<file path="config.mk">
export PLATFORM = sky130hd
export DESIGN_NAME = token_ring_ctrl_flat
export DESIGN_NICKNAME = d
export VERILOG_FILES = /design/src/rtl/token_ring_ctrl_if.sv /design/src/rtl/token_ring_ctrl.sv /design/src/flat_wrapper.sv
export SDC_FILE = /design/constraint.sdc
export NUM_CORES = 1
export LEC_CHECK = 0
export ABC_AREA = 0
export BUFFER_PORTS_ARGS = -buffer_cell sky130_fd_sc_hd__buf_2
export CAP_MARGIN = 20
export CELL_PAD_IN_SITES_DETAIL_PLACEMENT = 1
export CELL_PAD_IN_SITES_GLOBAL_PLACEMENT = 2
export CORE_ASPECT_RATIO = 1.2
export CORE_MARGIN = 4
export CORE_UTILIZATION = 30
export DETAILED_ROUTE_END_ITERATION = 16
export MAX_ROUTING_LAYER = met4
export PLACE_DENSITY = 0.64
export SLEW_MARGIN = 40
export SYNTH_ARGS = -nofsm -noshare
export SYNTH_HDL_FRONTEND = slang
export SYNTH_SLANG_ARGS = --single-unit
</file>
<file path="constraint.sdc">
create_clock -name Clk_R -period 2.6 [get_ports Clk_R]
set_input_delay 0.52 -clock Clk_R [delete_from_list [all_inputs] [get_ports Clk_R]]
set_output_delay 0.52 -clock Clk_R [all_outputs]
set_load 0.01 [all_outputs]
</file>
<file path="src/rtl/token_ring_ctrl_if.sv">
// Bus between the token ring node controller and its neighbours: ring RX
// decoder, ring TX encoder and node core. The master modport is the
// controller side; the slave modport is the environment side.
interface token_ring_ctrl_if #(
  parameter int ADDR_W = 4
);
  logic              rx_has_data;
  logic [2:0]        rx_type;
  logic [ADDR_W-1:0] rx_addr;
  logic              bad_decode;
  logic              rx_ready;
  logic              tx_ready;
  logic              tx_load;
  logic [1:0]        tx_data_select;
  logic              tx_nack;
  logic              Packet_From_Node_Valid;
  logic              Core_Load_Ack;
  logic              Packet_To_Node_Valid;
  logic              pkt_dropped;
  logic              token_held;

  modport master (
    input  rx_has_data, rx_type, rx_addr, bad_decode, tx_ready,
           Packet_From_Node_Valid,
    output rx_ready, tx_load, tx_data_select, tx_nack, Core_Load_Ack,
           Packet_To_Node_Valid, pkt_dropped, token_held
  );

  modport slave (
    output rx_has_data, rx_type, rx_addr, bad_decode, tx_ready,
           Packet_From_Node_Valid,
    input  rx_ready, tx_load, tx_data_select, tx_nack, Core_Load_Ack,
           Packet_To_Node_Valid, pkt_dropped, token_held
  );
endinterface

</file>
<file path="src/rtl/token_ring_ctrl.sv">
// Token ring node controller: forwards ring traffic, delivers packets
// addressed to this node and answers them with ACK/NACK, owns the token and
// sends up to TOKEN_HOLD core packets per visit with ACK timeout and bounded
// retry. All outputs are registered; pulses last exactly one cycle.
// Optional feature macro: TOKEN_REGEN_EN -- the master node (NODE_ADDR==0)
// regenerates a lost token after LOST_TMO idle LISTEN cycles. Without it no
// watchdog counter is built.
module token_ring_ctrl #(
  parameter int ADDR_W     = 4,
  parameter int NODE_ADDR  = 1,
  parameter int MAX_RETRY  = 3,
  parameter int ACK_TMO    = 64,
  parameter int TOKEN_HOLD = 2,
  parameter int LOST_TMO   = 1024
) (
  input logic Clk_R,
  input logic Rst_R,
  token_ring_ctrl_if.master bus
);

  localparam logic [2:0] TY_TOKEN  = 3'b111;
  localparam logic [2:0] TY_ACK    = 3'b000;
  localparam logic [2:0] TY_NACK   = 3'b011;
  localparam logic [2:0] TY_DATA_C = 3'b010;
  localparam logic [2:0] TY_DATA_3 = 3'b001;

  localparam logic [1:0] SEL_TOKEN = 2'b00;
  localparam logic [1:0] SEL_FWD   = 2'b01;
  localparam logic [1:0] SEL_NODE  = 2'b10;
  localparam logic [1:0] SEL_REPLY = 2'b11;

  localparam int TMO_W  = $clog2(ACK_TMO + 1);
  localparam int SENT_W = $clog2(TOKEN_HOLD + 1);
  localparam logic [ADDR_W-1:0] MY_ADDR = ADDR_W'(NODE_ADDR);
  localparam logic IS_MASTER = (NODE_ADDR == 0);

  if (MAX_RETRY < 1 || MAX_RETRY > 15 || ACK_TMO < 2 || ACK_TMO > 65535 ||
      TOKEN_HOLD < 1 || TOKEN_HOLD > 15 || LOST_TMO < 2) begin : g_param_check
    $error("token_ring_ctrl: parameter out of range");
  end

  typedef enum logic [3:0] {
    INIT, LISTEN, CHECK, FORWARD, REPLY, RX_DONE,
    HAVE_TOKEN, SEND, WAIT_ACK, ERR
  } state_t;

  state_t              state;
  logic [3:0]          retry_cnt;
  logic [SENT_W-1:0]   sent_cnt;
  logic [TMO_W-1:0]    tmo_cnt;
  logic                reply_nack;

  logic                rx_ready_r;
  logic                tx_load_r;
  logic [1:0]          tx_sel_r;
  logic                tx_nack_r;
  logic                core_ack_r;
  logic                to_node_r;
  logic                dropped_r;
  logic                token_held_r;

  // A packet whose rx_ready pulse is on the bus this cycle is already
  // consumed; the decoder only drops rx_has_data after this edge.
  logic rx_valid;
  logic rx_is_data;
  logic rx_to_us;
  logic nack_to_us;
  logic regen;

  assign rx_valid   = bus.rx_has_data & ~rx_ready_r;
  assign rx_is_data = (bus.rx_type == TY_DATA_C) | (bus.rx_type == TY_DATA_3);
  assign rx_to_us   = (bus.rx_addr == MY_ADDR);
  assign nack_to_us = rx_valid & (bus.rx_type == TY_NACK) & rx_to_us;

  function automatic logic [SENT_W-1:0] sent_inc(input logic [SENT_W-1:0] c);
    if (c >= SENT_W'(TOKEN_HOLD)) return c;
    return c + SENT_W'(1);
  endfunction

`ifdef TOKEN_REGEN_EN
  localparam int LOST_W = $clog2(LOST_TMO + 1);
  logic [LOST_W-1:0] lost_cnt;

  assign regen = IS_MASTER && (lost_cnt >= LOST_W'(LOST_TMO - 1));

  // Lost-token watchdog: counts master LISTEN cycles, cleared by any rx TOKEN.
  always_ff @(posedge Clk_R or posedge Rst_R) begin
    if (Rst_R) begin
      lost_cnt <= '0;
    end else if (!IS_MASTER) begin
      lost_cnt <= '0;
    end else if (state == CHECK && bus.rx_type == TY_TOKEN) begin
      lost_cnt <= '0;
    end else if (state == LISTEN) begin
      if (regen && !rx_valid)
        lost_cnt <= '0;
      else if (lost_cnt != LOST_W'(LOST_TMO))
        lost_cnt <= lost_cnt + LOST_W'(1);
    end
  end
`else
  assign regen = 1'b0;
`endif

  // Node control FSM with registered handshake outputs.
  always_ff @(posedge Clk_R or posedge Rst_R) begin
    if (Rst_R) begin
      state        <= INIT;
      retry_cnt    <= '0;
      sent_cnt     <= '0;
      tmo_cnt      <= '0;
      reply_nack   <= 1'b0;
      rx_ready_r   <= 1'b0;
      tx_load_r    <= 1'b0;
      tx_sel_r     <= SEL_TOKEN;
      tx_nack_r    <= 1'b0;
      core_ack_r   <= 1'b0;
      to_node_r    <= 1'b0;
      dropped_r    <= 1'b0;
      token_held_r <= 1'b0;
    end else begin
      rx_ready_r <= 1'b0;
      tx_load_r  <= 1'b0;
      core_ack_r <= 1'b0;
      to_node_r  <= 1'b0;
      dropped_r  <= 1'b0;
      case (state)
        INIT: begin
          if (IS_MASTER) begin
            state        <= HAVE_TOKEN;
            token_held_r <= 1'b1;
            sent_cnt     <= '0;
          end else begin
            state <= LISTEN;
          end
        end
        LISTEN: begin
          if (rx_valid) begin
            state <= CHECK;
          end else if (regen) begin
            state        <= HAVE_TOKEN;
            token_held_r <= 1'b1;
            sent_cnt     <= '0;
          end
        end
        CHECK: begin
          if (bus.rx_type == TY_TOKEN) begin
            rx_ready_r   <= 1'b1;
            sent_cnt     <= '0;
            token_held_r <= 1'b1;
            state        <= HAVE_TOKEN;
          end else if (bus.rx_type == TY_ACK || bus.rx_type == TY_NACK ||
                       (rx_is_data && !rx_to_us)) begin
            state <= FORWARD;
          end else if (rx_is_data) begin
            reply_nack <= bus.bad_decode;
            to_node_r  <= ~bus.bad_decode;
            state      <= REPLY;
          end else begin
            rx_ready_r <= 1'b1;
            state      <= LISTEN;
          end
        end
        FORWARD: begin
          if (bus.tx_ready) begin
            tx_load_r <= 1'b1;
            tx_sel_r  <= SEL_FWD;
            tx_nack_r <= 1'b0;
            state     <= RX_DONE;
          end
        end
        REPLY: begin
          if (bus.tx_ready) begin
            tx_load_r <= 1'b1;
            tx_sel_r  <= SEL_REPLY;
            tx_nack_r <= reply_nack;
            state     <= RX_DONE;
          end
        end
        // Release the held packet one cycle after its load so that
        // rx_ready and tx_load never share a cycle.
        RX_DONE: begin
          rx_ready_r <= 1'b1;
          state      <= LISTEN;
        end
        HAVE_TOKEN: begin
          if (bus.Packet_From_Node_Valid && sent_cnt < SENT_W'(TOKEN_HOLD)) begin
            state <= SEND;
          end else if (bus.tx_ready) begin
            tx_load_r    <= 1'b1;
            tx_sel_r     <= SEL_TOKEN;
            tx_nack_r    <= 1'b0;
            token_held_r <= 1'b0;
            state        <= LISTEN;
          end
        end
        SEND: begin
          if (bus.tx_ready) begin
            tx_load_r <= 1'b1;
            tx_sel_r  <= SEL_NODE;
            tx_nack_r <= 1'b0;
            tmo_cnt   <= '0;
            state     <= WAIT_ACK;
          end
        end
        WAIT_ACK: begin
          tmo_cnt <= tmo_cnt + TMO_W'(1);
          if (rx_valid && bus.rx_type == TY_ACK && rx_to_us) begin
            rx_ready_r <= 1'b1;
            core_ack_r <= 1'b1;
            sent_cnt   <= sent_inc(sent_cnt);
            retry_cnt  <= '0;
            state      <= HAVE_TOKEN;
          end else if (nack_to_us || tmo_cnt == TMO_W'(ACK_TMO - 1)) begin
            if (nack_to_us)
              rx_ready_r <= 1'b1;
            if (retry_cnt < 4'(MAX_RETRY)) begin
              retry_cnt <= retry_cnt + 4'd1;
              state     <= SEND;
            end else begin
              core_ack_r <= 1'b1;
              dropped_r  <= 1'b1;
              retry_cnt  <= '0;
              sent_cnt   <= sent_inc(sent_cnt);
              state      <= HAVE_TOKEN;
            end
          end else if (rx_valid) begin
            rx_ready_r <= 1'b1;
          end
        end
        ERR: begin
          token_held_r <= 1'b0;
          state        <= LISTEN;
        end
        default: begin
          token_held_r <= 1'b0;
          state        <= LISTEN;
        end
      endcase
    end
  end

  assign bus.rx_ready             = rx_ready_r;
  assign bus.tx_load              = tx_load_r;
  assign bus.tx_data_select       = tx_sel_r;
  assign bus.tx_nack              = tx_nack_r;
  assign bus.Core_Load_Ack        = core_ack_r;
  assign bus.Packet_To_Node_Valid = to_node_r;
  assign bus.pkt_dropped          = dropped_r;
  assign bus.token_held           = token_held_r;

endmodule
</file>
<file path="src/flat_wrapper.sv">
// flat-port wrapper written by rule: the top's interface ports become plain ports
module token_ring_ctrl_flat 
#(
  parameter int ADDR_W     = 4,
  parameter int NODE_ADDR  = 1,
  parameter int MAX_RETRY  = 3,
  parameter int ACK_TMO    = 64,
  parameter int TOKEN_HOLD = 2,
  parameter int LOST_TMO   = 1024
)
  (Clk_R, Rst_R, bus_rx_has_data, bus_rx_type, bus_rx_addr, bus_bad_decode, bus_tx_ready, bus_Packet_From_Node_Valid, bus_rx_ready, bus_tx_load, bus_tx_data_select, bus_tx_nack, bus_Core_Load_Ack, bus_Packet_To_Node_Valid, bus_pkt_dropped, bus_token_held);
  token_ring_ctrl_if #(.ADDR_W(ADDR_W)) bus_i ();
  input logic Clk_R;
  input logic Rst_R;
  input wire logic [$bits(bus_i.rx_has_data)-1:0] bus_rx_has_data;
  input wire logic [$bits(bus_i.rx_type)-1:0] bus_rx_type;
  input wire logic [$bits(bus_i.rx_addr)-1:0] bus_rx_addr;
  input wire logic [$bits(bus_i.bad_decode)-1:0] bus_bad_decode;
  input wire logic [$bits(bus_i.tx_ready)-1:0] bus_tx_ready;
  input wire logic [$bits(bus_i.Packet_From_Node_Valid)-1:0] bus_Packet_From_Node_Valid;
  output wire logic [$bits(bus_i.rx_ready)-1:0] bus_rx_ready;
  output wire logic [$bits(bus_i.tx_load)-1:0] bus_tx_load;
  output wire logic [$bits(bus_i.tx_data_select)-1:0] bus_tx_data_select;
  output wire logic [$bits(bus_i.tx_nack)-1:0] bus_tx_nack;
  output wire logic [$bits(bus_i.Core_Load_Ack)-1:0] bus_Core_Load_Ack;
  output wire logic [$bits(bus_i.Packet_To_Node_Valid)-1:0] bus_Packet_To_Node_Valid;
  output wire logic [$bits(bus_i.pkt_dropped)-1:0] bus_pkt_dropped;
  output wire logic [$bits(bus_i.token_held)-1:0] bus_token_held;
  assign bus_i.rx_has_data = bus_rx_has_data;
  assign bus_i.rx_type = bus_rx_type;
  assign bus_i.rx_addr = bus_rx_addr;
  assign bus_i.bad_decode = bus_bad_decode;
  assign bus_i.tx_ready = bus_tx_ready;
  assign bus_i.Packet_From_Node_Valid = bus_Packet_From_Node_Valid;
  assign bus_rx_ready = bus_i.rx_ready;
  assign bus_tx_load = bus_i.tx_load;
  assign bus_tx_data_select = bus_i.tx_data_select;
  assign bus_tx_nack = bus_i.tx_nack;
  assign bus_Core_Load_Ack = bus_i.Core_Load_Ack;
  assign bus_Packet_To_Node_Valid = bus_i.Packet_To_Node_Valid;
  assign bus_pkt_dropped = bus_i.pkt_dropped;
  assign bus_token_held = bus_i.token_held;
  token_ring_ctrl #(.ADDR_W(ADDR_W), .NODE_ADDR(NODE_ADDR), .MAX_RETRY(MAX_RETRY), .ACK_TMO(ACK_TMO), .TOKEN_HOLD(TOKEN_HOLD), .LOST_TMO(LOST_TMO)) u_core (.Clk_R(Clk_R), .Rst_R(Rst_R), .bus(bus_i));
endmodule
</file>
== Word level (Yosys, flattened, before mapping) ==
Cells that the tools add are included.
Operators by class
  equality and inequality tests: 25
  $lt $le $gt $ge: 3
  add/subtract/negate cells: 3
  reductions and logical operators: 27
  bitwise gates (word level): 9
  muxes and demuxes: 67
Operators by type and width (count)
  $mux 4: 12
  $mux 1: 33
  $mux 2: 12
  $pmux 4 s6: 1
  $eq 4x3->1 const B: 4
  $pmux 7 s2: 1
  $reduce_and 4->1: 3
  $ne 2x2->1 const B: 5
  $pmux 1 s3: 3
  $eq 4x1->1 const B: 2
  $eq 4x2->1 const B: 2
  $pmux 2 s4: 1
  $add 7x1->7 const B: 1
  $eq 7x6->1 const B: 1
  $mux 7: 1
  $reduce_or 7->1: 1
  $eq 3x2->1 const B: 2
  $ne 2x1->1 const B: 3
  $ne 3x2->1 const B: 2
  $reduce_and 6->1: 1
  $reduce_bool 2->1: 3
  $not 1->1: 5
  $reduce_and 5->1: 1
  $add 4x1->4 const B: 1
  other kinds (24): 33
Storage, ports and cells
  input bits: 13
  output and inout bits: 9
  word-level logic and storage cells: 147
  register bits: 27

== Logic depth before layout (Yosys ltp) ==
  depth after elaboration: 13
  mapped depth: 7
  depth with buffers taken out: 6

== Worst setup path after synthesis ==
OpenSTA, ideal clock, no wires.
  kind: input -> register
  from: in bus_rx_addr[1]
  to: reg u_core.sent_cnt[1]
  path slack: 0.365 ns
  arrival time: 2.110 ns
  path buffers: 0
  cell stages on the path: 5
  data required time: 2.475 ns
  cell sequence: or4b_4 > or3b_4 > o31ai_4 > nand3_2 > mux2_4
Between the ends
  cells in the longest elaborated chain, start to end: 5
  elaborated cells on any way between the ends: 9
  those cells by class: eq/ne (3); mux (2); bitwise (1); reduce/logical (3)
Ends and longest elaborated chain
  start, declared: RTL line flat_wrapper.sv:17  | input wire logic [$bits(bus_i.rx_addr)-1:0] bus_rx_addr;
  $eq 4x1->1 *: RTL line token_ring_ctrl.sv:72  | assign rx_to_us = (bus.rx_addr == MY_ADDR);
  $and 1x1->1: RTL line token_ring_ctrl.sv:73  | assign nack_to_us = rx_valid & (bus.rx_type == TY_NACK) & rx_to_us;
  $logic_or 1x1->1: RTL line token_ring_ctrl.sv:214  | end else if (nack_to_us || tmo_cnt == TMO_W'(ACK_TMO - 1)) begin
  $ne 3x1->1 (no source line)
  $reduce_and 4->1 (no source line)
  end signal, assigned: RTL line token_ring_ctrl.sv:211  | sent_cnt <= sent_inc(sent_cnt);
  end signal, assigned: RTL line token_ring_ctrl.sv:224  | sent_cnt <= sent_inc(sent_cnt);
  end, declared: RTL line token_ring_ctrl.sv:49  | logic [SENT_W-1:0] sent_cnt;
Every way passes the cells marked *; elsewhere a longest branch is shown, timed or not.
A chain may end at the register's enable or synchronous reset.

== Final worst setup path ==
Same ends and word-level chain as after synthesis.

==> results.toml <==
[timing]
worst_clock_skew_ns = 0.00281
final.setup.worst_slack_ns = 0.456
max_clock_freq_ghz = 0.466
hold_viol = 0
max-slew-margin-rel_pct = 61.1
grt_setup_unrepaired = "false"
fin_crit_ns = 2.14
tns_ns = 0
report.final.slew_viol_count = 0
tightest_slew_ns = 0.581
post-route-period-util_pct = 82.5
finalSetupViolations = 0

[synth]
ff_latch_count_synth = 27
mean_instance_size_in_the_synthesized_netlist_um2 = 9.68
ys_seq_area_share_pct = 43.3
synthArstFlopShare_pct = 100
synthesis.nets = 177
number_of_standard_cells_after_synthesis = 161
dominantRegCellSynth = "sky130_fd_sc_hd__dfrtp_1"
synth-edff-count = 0
synth.distinct_cells = 49
ys.warnings.count = 0
syn-cell-area_um2 = 1560

[grt]
grt_max_degree = 28
global_route.usage.total_pct = 13.9
grt_first_pass_wirelength_mm = 6.81
total_congestion_overflow_after_global_routing = 0
grt_antenna_before_repair = 0
vias_in_the_first_global_route = 1354

[placement]
dpl.hpwl_mm = 3.04
dpl.cell_count = 238
post-place-ws_ns = 0.158
routabilityCongestion = 0.750
buffer_ports.inserted = 21

[critical_path]
cp-end-kind = "flop"
crit_buf_inv = 1
critical_path.top_delay_family = "simple AND/OR/NAND/NOR gates"
cp_max_fo = 5
cp_slowest_cell = "sky130_fd_sc_hd__or4b_4"
category_of_the_worst_setup_path_launch_point = "input port"
required_ns = 2.77
cp_slowest_stage_delay_ns = 0.56
arrival_time_of_data_at_the_critical_path_endpoint_ns = 2.31
worst-setup-path-type = "input port to flop"
crit_chain = "buf_2 > or4b_4 > or3b_4 > o31ai_4 > nand3_2 > mux2_4"

[routing]
avgRoutedWirePerCell_um = 16.4
wirelength_mm = 3.98
detail_route.iter0.violations = 53
drt_drc_violations_left = 0
route.vias.total = 1299
viasPerCell = 5.37
number_of_iterations_in_the_first_detailed_routing_pass = 4
ant_nets = 0

[clock_network]
worstSkewPairLatency_ns = 0.27
count_of_buffers_added_by_post_cts_timing_repair_for_setup = 0
cts-buffers-inserted = 3
htreeDepth = 1
clk_pin_slew_worst_paths_ns = 0.10
postCtsResizedCells = 0
tritoncts_num_sinks = 27
cts_hold_buffers = 0
clock_tree_from_tritoncts = "yes"
cts_buffer_depth = 2
clock-root-buffer = "sky130_fd_sc_hd__clkbuf_8"

[pwr]
ir_worst_vdd_uv = 254
internal_power_w = 0.000953
power.combinational.fraction_pct = 40.4
power.switching_w = 0.000620
power_switching_share_pct = 39.4
pwr-share-seq_pct = 44.1
pwr_density_cell_nw_per_um2 = 877
power.static_leakage_nw = 0.829
post-layout-total-power_w = 0.00157
power_frac_clock_pct = 15.5

[finish]
multi_input_logic_area_um2 = 817
fill_cell_instance_count_of_the_final_layout = 573
antenna-diode-count = 0
layout-area-overhead-vs-synth_pct = 15.1
proportion_of_layout_cells_with_a_drive_suffix_above_1_pct = 24.7
finish.net_count = 199
post_layout_nonfiller_instances = 242
layout_commonest_cell = "sky130_fd_sc_hd__dfrtp_1"
regArea_um2 = 676
layout_common_cells = "sky130_fd_sc_hd__dfrtp_1 (27), sky130_fd_sc_hd__buf_2 (21), sky130_fd_sc_hd__nor2_1 (12)"

[floorplan]
core_region_area_um2 = 4970
dieWidth_um = 73.8
die_height_um = 87.0
top_level_ports = 22
initial_core_util_pct = 31.3
die-area_um2 = 6420
placement_rows = 28

[run]
timing.max_cap.violations = 0

[run_status]
outcome = "completed"

[min_path]
hold_path_class = "input port to asynchronous set/reset pin"
## synth_stat cells (all sizes together) (2+ instances only)
master	instances	area share, %
nor3b	2	1.3
nor4b	2	1.9
mux2	5	3.9
xnor2	3	1.7
clkbuf	9	2.2
a21oi	6	1.9
nand2b	2	0.80
nor2b	4	1.6
nor2	12	2.9
o31ai	2	1.8
nand3	6	2.2
a21o	3	1.4
inv	6	1.4
and2	3	1.2
a2bb2oi	2	1.1
ha	3	2.4
o32ai	3	1.7
a31oi	6	2.4
o21ai	11	3.5
dfrtp	27	43
xor2	2	1.1
buf	2	0.64
nor3	4	1.3
nand4	4	1.6
nand2	10	2.4
nand3b	3	1.4
## metal layers
metal,part of all wire [%],GRT usage [%],vias up
met5,0,-,-
met4,0.63,3.95,0
met3,2.8,1.85,2
met2,50,21.9,17
met1,47,18.5,648
li1,-,-,632
## worst paths after layout
check	from	endpoint	slack, ns	depth (start not counted)
worst max-delay path	bus_rx_addr[1]	u_core.sent_cnt[1]$_DFFE_PP0P_	0.46	6
worst min-delay path	Rst_R	u_core.tmo_cnt[4]$_DFFE_PP0P_	0.29	3
worst min register to register	u_core.retry_cnt[2]$_DFFE_PP0P_	u_core.retry_cnt[2]$_DFFE_PP0P_	0.50	1
min in group Clk_R	bus_bad_decode	u_core.bus.Packet_To_Node_Valid$_DFF_PP0_	0.40	2
max in group asynchronous	Rst_R	u_core.bus.Core_Load_Ack$_DFF_PP0_	2.05	3
worst max register to register	u_core.tmo_cnt[0]$_DFFE_PP0P_	u_core.state[1]$_DFFE_PP0P_	0.61	5
## sequential cells by signal, indices dropped and copies added (netlist names), 2 cells and up
name	count
u_core.sent_cnt	2
u_core.retry_cnt	4
u_core.bus.tx_data_select	2
u_core.state	4
u_core.tmo_cnt	7
## per-stage QoR
step | utilization, % | hold slack [ns] | cell area (um2)
2_1_floorplan | - | 0.444 | 1560
3_3_place_gp | 35.1 | 0.469 | 1750
3_5_place_dp | 35.1 | 0.473 | 1750
4_1_cts | 36.1 | 0.308 | 1790
5_1_grt | 36.1 | 0.320 | 1790
6_report | 36.1 | 0.292 | 1790
## area by class of cell
class	count	share of cell area (%)
Sequential cell	27	37.7
Tap cell	60	4.18
Multi-Input combinational cell	117	45.5
Timing Repair Buffer	28	8.79
Clock buffer	3	2.30
Inverter	6	1.26
Clock inverter	1	0.279
## power by group through the flow
| stage | Combinational [W] | Sequential, W | Clock (W) |
|---|---|---|---|
| CTS | 0.000649 | 0.000693 | 0.000254 |
| finish | 0.000636 | 0.000693 | 0.000244 |
| global route | 0.000724 | 0.000716 | 0.000272 |
| floorplan | 0.000486 | 0.000645 | 0 |
| detailed placement | 0.000645 | 0.000701 | 0 |
| global placement | 0.000628 | 0.000686 | 0 |
## worst min-delay path: stages
cell and delay, ns:
sky130_fd_sc_hd__buf_2 0.09, sky130_fd_sc_hd__inv_1 0.04, sky130_fd_sc_hd__buf_4 0.32
## kinds of logic (layout without fill, tap and decap cells)
family | Yosys count | in the layout | synth area share (%)
AND/OR/NAND/NOR | 59 | 59 | 22.6
AO/OA/AOI/OAI | 44 | 44 | 20.1
flip-flops | 27 | 27 | 43.3
buffers and inverters | 17 | 38 | 4.25
multiplexers | 6 | 6 | 4.49
XOR/XNOR | 5 | 5 | 2.81
adder cells (fa/ha/maj) | 3 | 3 | 2.41
No activity file was read; power rests on OpenSTA's default activity.
